### src/rtl/contatore_updown_mod_if.sv
// Bus for contatore_updown_mod: control inputs toward the counter and the
// registered count/flags back.
//   master: drives clear, load, load_val, en, up; reads out, at_max, at_min, ovf
//   slave : the counter side (mirror of master)
interface contatore_updown_mod_if #(
  parameter int N = 4
);
  logic         clear;
  logic         load;
  logic [N-1:0] load_val;
  logic         en;
  logic         up;
  logic [N-1:0] out;
  logic         at_max;
  logic         at_min;
  logic         ovf;

  modport master (
    output clear, load, load_val, en, up,
    input  out, at_max, at_min, ovf
  );

  modport slave (
    input  clear, load, load_val, en, up,
    output out, at_max, at_min, ovf
  );
endinterface

### src/rtl/contatore_updown_mod.sv
// Moore up/down counter, range 0..MODULO-1, wrap or saturate at the ends.
// Ports:
//   clock   : posedge clock for all state
//   reset_n : synchronous active-low reset (s=0, ovf=0), dominates everything
//   bus     : slave side of contatore_updown_mod_if
//             clear > load > en step > hold, evaluated each edge
//             out = count, at_max/at_min decoded from the count, ovf sticky
// All outputs come from registers or decode of registers only.
module contatore_updown_mod #(
  parameter int N        = 4,
  parameter int MODULO   = 2 ** N,
  parameter bit SATURATE = 1'b0
) (
  input  logic                      clock,
  input  logic                      reset_n,
  contatore_updown_mod_if.slave     bus
);

  // Range math is done in N+1 bits so MODULO == 2**N is representable.
  localparam logic [N:0] MOD  = (N+1)'(MODULO);
  localparam logic [N:0] MAXV = (N+1)'(MODULO - 1);

  logic [N-1:0] s, s_nxt;
  logic         ovf, ovf_nxt;
  logic [N:0]   s_ext, inc, dec, lv_ext;

  assign s_ext  = {1'b0, s};
  assign inc    = s_ext + 1'b1;
  assign dec    = s_ext - 1'b1;
  assign lv_ext = {1'b0, bus.load_val};

  always_comb begin
    s_nxt   = s;
    ovf_nxt = ovf;
    if (bus.clear) begin
      s_nxt   = '0;
      ovf_nxt = 1'b0;
    end else if (bus.load) begin
      // out-of-range loads clamp to the top of the range
      s_nxt = (lv_ext >= MOD) ? MAXV[N-1:0] : bus.load_val;
    end else if (bus.en) begin
      if (bus.up) begin
        // stepping past MODULO-1 is the boundary hit
        if (inc >= MOD) begin
          s_nxt   = SATURATE ? s : '0;
          ovf_nxt = 1'b1;
        end else begin
          s_nxt = inc[N-1:0];
        end
      end else begin
        // borrow out of the extended subtract means s was 0
        if (dec[N]) begin
          s_nxt   = SATURATE ? '0 : MAXV[N-1:0];
          ovf_nxt = 1'b1;
        end else begin
          s_nxt = dec[N-1:0];
        end
      end
    end
  end

  always_ff @(posedge clock) begin
    if (!reset_n) begin
      s   <= '0;
      ovf <= 1'b0;
    end else begin
      s   <= s_nxt;
      ovf <= ovf_nxt;
    end
  end

  assign bus.out    = s;
  assign bus.at_max = (s_ext == MAXV);
  assign bus.at_min = (s == '0);
  assign bus.ovf    = ovf;

endmodule

### src/flat_wrapper.sv
// flat-port wrapper written by rule: the top's interface ports become plain ports
module contatore_updown_mod_flat 
#(
  parameter int N        = 4,
  parameter int MODULO   = 2 ** N,
  parameter bit SATURATE = 1'b0
)
  (clock, reset_n, bus_clear, bus_load, bus_load_val, bus_en, bus_up, bus_out, bus_at_max, bus_at_min, bus_ovf);
  contatore_updown_mod_if #(.N(N)) bus_i ();
  input  logic clock;
  input  logic reset_n;
  input wire logic [$bits(bus_i.clear)-1:0] bus_clear;
  input wire logic [$bits(bus_i.load)-1:0] bus_load;
  input wire logic [$bits(bus_i.load_val)-1:0] bus_load_val;
  input wire logic [$bits(bus_i.en)-1:0] bus_en;
  input wire logic [$bits(bus_i.up)-1:0] bus_up;
  output wire logic [$bits(bus_i.out)-1:0] bus_out;
  output wire logic [$bits(bus_i.at_max)-1:0] bus_at_max;
  output wire logic [$bits(bus_i.at_min)-1:0] bus_at_min;
  output wire logic [$bits(bus_i.ovf)-1:0] bus_ovf;
  assign bus_i.clear = bus_clear;
  assign bus_i.load = bus_load;
  assign bus_i.load_val = bus_load_val;
  assign bus_i.en = bus_en;
  assign bus_i.up = bus_up;
  assign bus_out = bus_i.out;
  assign bus_at_max = bus_i.at_max;
  assign bus_at_min = bus_i.at_min;
  assign bus_ovf = bus_i.ovf;
  contatore_updown_mod #(.N(N), .MODULO(MODULO), .SATURATE(SATURATE)) u_core (.clock(clock), .reset_n(reset_n), .bus(bus_i));
endmodule
### config.mk
export PLATFORM = sky130hd
export DESIGN_NAME = contatore_updown_mod_flat
export DESIGN_NICKNAME = d
export VERILOG_FILES = /design/src/rtl/contatore_updown_mod_if.sv /design/src/rtl/contatore_updown_mod.sv /design/src/flat_wrapper.sv
export SDC_FILE = /design/constraint.sdc
export NUM_CORES = 1
export LEC_CHECK = 0
export CAP_MARGIN = 20
export CELL_PAD_IN_SITES_DETAIL_PLACEMENT = 1
export CELL_PAD_IN_SITES_GLOBAL_PLACEMENT = 2
export CORE_MARGIN = 10
export CORE_UTILIZATION = 20
export DETAILED_ROUTE_END_ITERATION = 7
export HOLD_SLACK_MARGIN = 0.12
export PLACE_DENSITY_LB_ADDON = 0.1
export SLEW_MARGIN = 40
export SYNTH_ARGS = -nofsm -noshare
export SYNTH_HDL_FRONTEND = slang
export SYNTH_SLANG_ARGS = --single-unit
### constraint.sdc
create_clock -name clock -period 1.49 [get_ports clock]
set_input_delay 0.149 -clock clock [delete_from_list [all_inputs] [get_ports clock]]
set_output_delay 0.149 -clock clock [all_outputs]
set_load 0.01 [all_outputs]
==> results of run 1 <==
[how the worst max path moves through the flow]
stage,from,endpoint,cells past startpoint
after global routing,u_core.bus.out[1],u_core.bus.out[3],5
after global placement,u_core.bus.out[1],bus_at_min,4
final,u_core.bus.out[1],u_core.bus.out[3],5
after CTS,u_core.bus.out[1],bus_at_min,4
after detailed placement,u_core.bus.out[0],bus_at_max,3
after floorplan,u_core.bus.out[0],u_core.bus.out[2],6
[power breakdown]
part	internal [uW]	switching (uW)	leakage, uW
Sequential	141	8.80	0.0000417
Combinational	76.6	52.3	0.000255
Clock	101	54.2	0.0000150
[state kept, by name (all words and copies together), names as in the netlist]
name	cells
u_core.bus.out	4
u_core.bus.ovf	1
[metrics by stage]
stage | util (%) | setup TNS, ns | cells | setup slack (ns) | hold slack (ns)
after global placement | 35.7 | 0 | 95 | 0.0154 | 0.466
final | 38.4 | 0 | 100 | 0.0470 | 0.461
after CTS | 37.3 | 0 | 99 | 0.0426 | 0.467
after floorplan | - | 0 | 46 | 0.0761 | 0.285
after detailed placement | 35.7 | 0 | 95 | 0.00374 | 0.463
after global routing | 38.4 | -0.0359 | 100 | -0.0359 | 0.479
[worst max-delay path, delay by kind of cell (launching register included)]
family	cells	cell delay [ns]
DFF	1	0.36
buffers and inverters	2	0.16
AOI/OAI and AO/OA	2	0.37
and+or+nand+nor	1	0.49
[timing repair]
item                       CTS  global route
setup endpoints to repair    3             3
pin swaps                    1             2
hold endpoints to repair     0             0
resized for setup            5             8
buffers inserted             0             1
[cells by family after synthesis]
kind of cell	after synthesis	synth area share, %
multiplexers	2	5.76
buffers and inverters	6	6.44
flip-flops	5	27.1
AND/OR/NAND/NOR	14	19.7
adder cells (fa/ha/maj)	2	6.78
XOR/XNOR	3	7.12
AO/OA/AOI/OAI	14	27.1
[synth_stat cells]
master    number  share of area, %
a21oi_1        6               8.1
dfxtp_1        5                27
nand2_1        5               5.1
inv_1          3               3.1
nor2_1         3               3.1
ha_1           2               6.8
inv_2          2               2.0
xor2_1         2               4.7
a211oi_1       1               2.0
a21bo_1        1               2.7
a311o_1        1               2.7
a31oi_2        1               3.4
a41o_1         1               2.7
and3_1         1               1.7
buf_2          1               1.4
mux2_1         1               3.1
mux2i_1        1               2.7
nand2b_1       1               1.7
nor2b_1        1               1.7
nor3b_1        1               2.0
nor4b_1        1               2.4
o21ai_0        1               1.4
o21bai_1       1               2.0
o31ai_1        1               2.0
or4_1          1               2.0
xnor2_1        1               2.4
[final cells by class]
class                   instances  area, sq um
clock buffers                   4         26.3
fillers                       220         1070
multi-input cells              35          256
inverters                       5         18.8
well taps                      25         31.3
repair buffers                 26          235
flip-flops and latches          5          103
[routing by layer]
| metal | GRT usage (%) | part of all wire [%] |
|---|---|---|
| met3 | 3.23 | 5.7 |
| met4 | 2.51 | 0 |
| met2 | 10.2 | 48 |
| met5 | 0 | 0 |
| met1 | 6.85 | 46 |
==> flow_summary.toml, run 1 <==
[cells_and_area]
area_delta_synth_final_pct = 81.7
most-common-layout-cells = "clkdlybuf4s50_1 (13), buf_4 (9), a21oi_1 (6)"
drive_above_1_share_pct = 30.7
num_antenna_cells = 0
stdcell_area_sq_um = 671
final_common_cell = "clkdlybuf4s50_1"
nets = 88

[placed_design]
placed_area_sq_um = 623
hpwl_um = 1060
io_buffers = 16
gp_congestion = 0.687

[worst_setup_path]
r2r-start = "u_core.bus.out[1]"
cp_cell_sequence = "inv_2 -> buf_6 -> or4_4 -> a21bo_1 -> a31oi_2"
reg2regPathDepth = 5
critPathArrivalTime_ns = 1.61
regToRegSetupSlack_ns = 0.05
endpoint_kind = "flip-flop"
cp-start-kind = "flip-flop"
reg2reg_to = "u_core.bus.out[3]"
cp.required_ns = 1.66
cp_slowest_stage_delay_ns = 0.49
critPathMaxFanout = 4
worstSetupPathType = "flip-flop to flip-flop"
critPathSlowestCell = "or4_4"

[timing]
rsz0062_at_grt = "true"
worstMarginPinSlew_ns = 0.270
setup_viol = 0
post-route-period-util_pct = 96.8
slew_headroom_pct = 81.7
fin_skew_ns = 0.00198
max_freq_mhz = 693
hold_violations = 0
finalMaxSlewViolations = 0
min_period_ns = 1.44

[floorplan]
design.core.area_sq_um = 1750
num_rows = 15
die_h_um = 63.0
die_w_um = 63.0
io_pins = 17
fp.dieArea_sq_um = 3960
start_util_pct = 21.1

[drt]
final_antenna_net_count = 0
routed_wl_um = 1220
vias_per_cell = 4.30
initialDrtViolationCount = 1
vias = 430
drc = 0
wl_per_cell_um = 12.2
dr.pass1.iters = 2

[pwr]
power_density_nw_per_um2 = 647
leakage_uw = 0.000311
total_power_uw = 434
peakVddDrop_mv = 0.360

[hold_path]
min-delay-start = "u_core.bus.ovf"
hp-class = "flip-flop to flip-flop"
min_path_cells = 2
min_to = "u_core.bus.ovf"

[synth]
netlist_area_sq_um = 369
avgSynthCellArea_sq_um = 8.02
ys_seq_area_share_pct = 27.1
ys_types = 26
synthCells = 46
yosysWarnings = 0
ys_seq_elements = 5
synth_nets = 58

[cts]
numCtsBuffers = 3
clockBufferDepth = 2
cts.sinks = 5
ctsHoldBuffers = 0
cts_tree = "yes"
cts.reportedPaths.clkPinSlew_ns = 0.05
cts.htree.levels = 1
cts_root_buffer = "clkbuf_4"
clk_latency_ns = 0.24

[outcome]
status = "finished, final reports clean"

[grt]
grt_pass1_wl_um = 2010
grt_max_degree = 8
grt-ovfl-total = 0
track_usage_pct = 6.32
grt_pass1_vias = 435
antenna_found_initial = 0

[job]
max_cap_violations = 0
(Power assumes the default switching activity.)
==> inputs of run 2 (changes only) <==
--- a/config.mk
+++ b/config.mk
@@ -9,8 +9,9 @@
 export CELL_PAD_IN_SITES_DETAIL_PLACEMENT = 1
 export CELL_PAD_IN_SITES_GLOBAL_PLACEMENT = 2
 export CORE_MARGIN = 10
-export CORE_UTILIZATION = 20
+export CORE_UTILIZATION = 18
 export DETAILED_ROUTE_END_ITERATION = 7
+export GPL_TIMING_DRIVEN = 0
 export HOLD_SLACK_MARGIN = 0.12
 export PLACE_DENSITY_LB_ADDON = 0.1
 export SLEW_MARGIN = 40
==> constraint.sdc (replaced) <==
create_clock -name clock -period 1.2 [get_ports clock]
set_input_delay 0.12 -clock clock [delete_from_list [all_inputs] [get_ports clock]]
set_output_delay 0.12 -clock clock [all_outputs]
set_load 0.01 [all_outputs]
==> flow_summary.toml, run 2 (synthesis results as in run 1) <==
[outcome]
status = "finished, violations left"
violations = "setup timing"

[placed_design]
dp_slack_ns = -0.351
placed_cells = 89
io_buffers = 16
gp_congestion = 0.630
hpwl_um = 956

[drt]
wl_per_cell_um = 13.6
dr.pass1.iters = 2
drc = 0
vias = 424
initialDrtViolationCount = 3
final_antenna_net_count = 0
routed_wl_um = 1330
vias_per_cell = 4.33

[cts]
cts.sinks = 5
ctsHoldBuffers = 0
cts.htree.levels = 1
numCtsBuffers = 3
cts.reportedPaths.clkPinSlew_ns = 0.05
cts_root_buffer = "clkbuf_4"
cts_tree = "yes"
clockBufferDepth = 2
clk_latency_ns = 0.25

[timing]
min_period_ns = 1.37
slew_headroom_pct = 79.6
fin_skew_ns = 0.00101
post-route-period-util_pct = 114
hold_violations = 0
finalMaxSlewViolations = 0
max_freq_mhz = 732
rsz0062_at_grt = "true"
worst_slack_ns = -0.166
tns_ns = -0.434
worstMarginPinSlew_ns = 0.305
setup_viol = 6

[floorplan]
die_w_um = 65.3
design.core.area_sq_um = 1960
io_pins = 17
fp.dieArea_sq_um = 4260
die_h_um = 65.3
num_rows = 16
start_util_pct = 18.8

[grt]
grt_pass1_vias = 447
grt_pass1_wl_um = 2190
antenna_found_initial = 0
grt_max_degree = 10
track_usage_pct = 6.52
grt-ovfl-total = 0

[hold_path]
hp-class = "primary input to flip-flop"
min_path_cells = 3

[job]
max_cap_violations = 0

[worst_setup_path]
critPathSlowestCell = "or4_4"
cp-start-kind = "flip-flop"
cp_cell_sequence = "inv_4 -> or4_4 -> a21bo_1 -> a31oi_2"
worstSetupPathType = "flip-flop to flip-flop"
critPathArrivalTime_ns = 1.54
path_depth = 4
cp.required_ns = 1.38
critPathMaxFanout = 5
crit_family = "simple AND/OR/NAND/NOR gates"
path_buf_inv = 1
cp_slowest_stage_delay_ns = 0.52
endpoint_kind = "flip-flop"
reg2regPathDepth = 4

[cells_and_area]
area_delta_synth_final_pct = 88.5
drive_above_1_share_pct = 38.0
most-common-layout-cells = "clkdlybuf4s50_1 (9), a21oi_1 (5), buf_4 (5)"
stdcell_count = 98
nets = 84
num_antenna_cells = 0
utilization_pct = 35.5
final_common_cell = "clkdlybuf4s50_1"
largest_register_ffs = 4

[pwr]
total_power_uw = 556
leakage_uw = 0.000329
peakVddDrop_mv = 0.400
power_density_nw_per_um2 = 799
[run 2: changes by cell type in the layout (fill, tap and decap cells not counted), moves of 2 or more]
cell             before  now
buf_4                 9    5
clkdlybuf4s50_1      13    9
dfxtp_4               0    3
dlygate4sd2_1         1    4
dfxtp_2               2    0
inv_2                 3    1
buf_2                 0    2
inv_4                 0    2
ha_4                  0    2
[run 2: through the flow]
step | area [sq um] | hold WS, ns
2_1_floorplan | 380 | 0.246
3_3_place_gp | 574 | 0.464
3_5_place_dp | 574 | 0.469
4_1_cts | 627 | 0.419
5_1_grt | 696 | 0.419
6_report | 696 | 0.421
[run 2: routing by layer]
layer  track usage, %  wire length [um]  share of wire [%]
met4             1.60                 3               0.23
met5                0                 0                  0
met3             3.90                65                4.9
met1             7.24               572                 43
met2             10.4               689                 52
[run 2: layout make-up]
type | count | area, sq um
tap | 27 | 33.8
sequential | 5 | 111
timing repair buffer | 21 | 185
clock buffer | 4 | 26.3
inverter | 5 | 23.8
multi-input combinational | 35 | 308
fill | 260 | 1270
buffer | 1 | 7.51
[run 2: what timing repair did]
action,CTS,global route
endpoints found under the setup margin,11,7
cloned,0,0
resized for setup,15,13
pin swaps,3,5
setup buffers,2,3
[run 2: power by group]
group	leakage, uW	switching (uW)	total, uW	internal, uW
Sequential	0.0000430	11.8	183	171
Combinational	0.000271	73.3	169	95.8
Clock	0.0000150	77.9	204	126
Total	0.000329	163	556	393
[run 2: final timing paths]
| kind | startpoint | to | slack, ns |
|---|---|---|---|
| max | u_core.bus.out[0] | u_core.bus.out[3] | -0.17 |
| min | bus_load_val[1] | u_core.bus.out[1] | 0.42 |
| max reg2reg | u_core.bus.out[0] | u_core.bus.out[3] | -0.17 |
| min reg2reg | u_core.bus.ovf | u_core.bus.ovf | 0.49 |
[run 2: worst min-delay path: cells and delay by family]
| family | cells | cell delay [ns] |
|---|---|---|
| AO/OA/AOI/OAI | 1 | 0.05 |
| buffers and inverters | 1 | 0.39 |
| AND/OR/NAND/NOR | 1 | 0.06 |
==> inputs of run 3 (changes only) <==
--- a/config.mk
+++ b/config.mk
@@ -11,7 +11,7 @@
 export CORE_MARGIN = 10
 export CORE_UTILIZATION = 18
 export DETAILED_ROUTE_END_ITERATION = 7
-export GPL_TIMING_DRIVEN = 0
+export GPL_TIMING_DRIVEN = 1
 export HOLD_SLACK_MARGIN = 0.12
 export PLACE_DENSITY_LB_ADDON = 0.1
 export SLEW_MARGIN = 40
==> constraint.sdc (replaced) <==
create_clock -name clock -period 1.1 [get_ports clock]
set_input_delay 0.11 -clock clock [delete_from_list [all_inputs] [get_ports clock]]
set_output_delay 0.11 -clock clock [all_outputs]
set_load 0.01 [all_outputs]
==> flow_summary.toml, run 3 (synthesis results as in run 1) <==
[cts]
cts_root_buffer = "clkbuf_4"
cts.htree.levels = 1
cts.sinks = 5
clk_latency_ns = 0.25
cts_tree = "yes"
cts.reportedPaths.clkPinSlew_ns = 0.04
numCtsBuffers = 3
ctsHoldBuffers = 0
clockBufferDepth = 2

[timing]
min_period_ns = 1.32
post-route-period-util_pct = 120
worst_slack_ns = -0.222
rsz0062_at_grt = "true"
finalMaxSlewViolations = 0
max_freq_mhz = 757
setup_viol = 6
worstMarginPinSlew_ns = 0.295
slew_headroom_pct = 80.3
hold_violations = 0
fin_skew_ns = 0.00334

[cells_and_area]
nets = 95
utilization_pct = 40.1
largest_register_ffs = 4
drive_above_1_share_pct = 52.4
stdcell_count = 109
num_antenna_cells = 0
final_common_cell = "buf_4"
area_delta_synth_final_pct = 113
most-common-layout-cells = "buf_4 (16), clkdlybuf4s50_1 (9), a21oi_1 (4), nand2_1 (4), dfxtp_4 (4)"

[drt]
drc = 0
wl_per_cell_um = 12.6
initialDrtViolationCount = 3
routed_wl_um = 1370
vias = 460
dr.pass1.iters = 2
vias_per_cell = 4.22
final_antenna_net_count = 0

[floorplan]
num_rows = 16
die_h_um = 65.3
fp.dieArea_sq_um = 4260
start_util_pct = 18.8
die_w_um = 65.3
design.core.area_sq_um = 1960
io_pins = 17

[worst_setup_path]
worstSetupPathType = "flip-flop to flip-flop"
cp_cell_sequence = "inv_4 -> or4_4 -> a21bo_1 -> a31oi_2"
regToRegSetupSlack_ns = -0.22
cp_slowest_stage_delay_ns = 0.51
critPathSlowestCell = "or4_4"
critPathArrivalTime_ns = 1.49
critPathMaxFanout = 4
r2r-start = "u_core.bus.out[0]"
cp-start-kind = "flip-flop"
reg2regPathDepth = 4
endpoint_kind = "flip-flop"
cp.required_ns = 1.27
reg2reg_to = "u_core.bus.out[3]"

[placed_design]
placed_cells = 101
io_buffers = 16
gp_congestion = 0.723
dp_slack_ns = -0.389
hpwl_um = 1100

[grt]
grt_pass1_vias = 470
antenna_found_initial = 0
grt_pass1_wl_um = 2300
track_usage_pct = 7.11
grt_max_degree = 10
grt-ovfl-total = 0

[pwr]
total_power_uw = 641
power_density_nw_per_um2 = 814
peakVddDrop_mv = 0.352
leakage_uw = 0.000385

[hold_path]
min_path_cells = 3
hp-class = "primary input to flip-flop"
min-delay-start = "bus_load_val[1]"
min_to = "u_core.bus.out[1]"

[outcome]
violations = "setup timing"
status = "finished, violations left"

[job]
max_cap_violations = 0
## run 3: cell types whose count changed in the layout (fill, tap and decap cells not counted), sizes merged
| cell | previous run | this run |
|---|---|---|
| buf | 7 | 20 |
| dlygate4sd2 | 4 | 1 |
| clkdlybuf4s15 | 0 | 1 |
## run 3: per-layer routing
metal  GRT usage [%]  wire [um]
met1            7.53        610
met2            11.3        670
met5               0          0
met3            4.41         78
met4            2.41         13
## run 3: layout make-up
cell class / instances / area, sq um
fillers: 258 / 1170
well taps: 27 / 33.8
clock buffers: 4 / 26.3
inverters: 5 / 23.8
repair buffers: 33 / 273
multi-input cells: 35 / 315
flip-flops and latches: 5 / 115
## run 3: how the worst max path moves through the flow
stage	startpoint	cells past startpoint	endpoint	slack (ns)
after global placement	u_core.bus.out[1]	4	bus_at_min	-0.37
final	u_core.bus.out[0]	4	u_core.bus.out[3]	-0.22
after floorplan	u_core.bus.out[0]	4	u_core.bus.out[3]	-0.20
after global routing	u_core.bus.out[0]	4	u_core.bus.out[3]	-0.28
after CTS	u_core.bus.out[0]	4	u_core.bus.out[3]	-0.23
after detailed placement	u_core.bus.out[1]	4	bus_at_min	-0.39
## run 3: through the flow
stage	area [sq um]	hold slack [ns]	setup TNS, ns
final	787	0.413	-0.919
after global routing	787	0.405	-1.31
after detailed placement	667	0.469	-1.88
after CTS	732	0.411	-1.15
after global placement	667	0.467	-1.79
after floorplan	380	0.236	-0.553
## run 3: timing repair
action / 4_1_cts / 5_1_grt
buffers inserted: 1 / 3
endpoints found under the setup margin: 11 / 9
pin swaps: 5 / 3
resized for setup: 28 / 11
## run 3: critical path, delay by kind of cell, from the launching register on
kind | cells | cell delay (ns)
and+or+nand+nor | 1 | 0.51
DFF | 1 | 0.37
AOI/OAI and AO/OA | 2 | 0.32
buffers and inverters | 1 | 0.04
## run 3: report_power, final
| group | switching [uW] | internal [uW] |
|---|---|---|
| logic | 88.4 | 135 |
| registers | 13.2 | 186 |
| clock network | 80.9 | 138 |
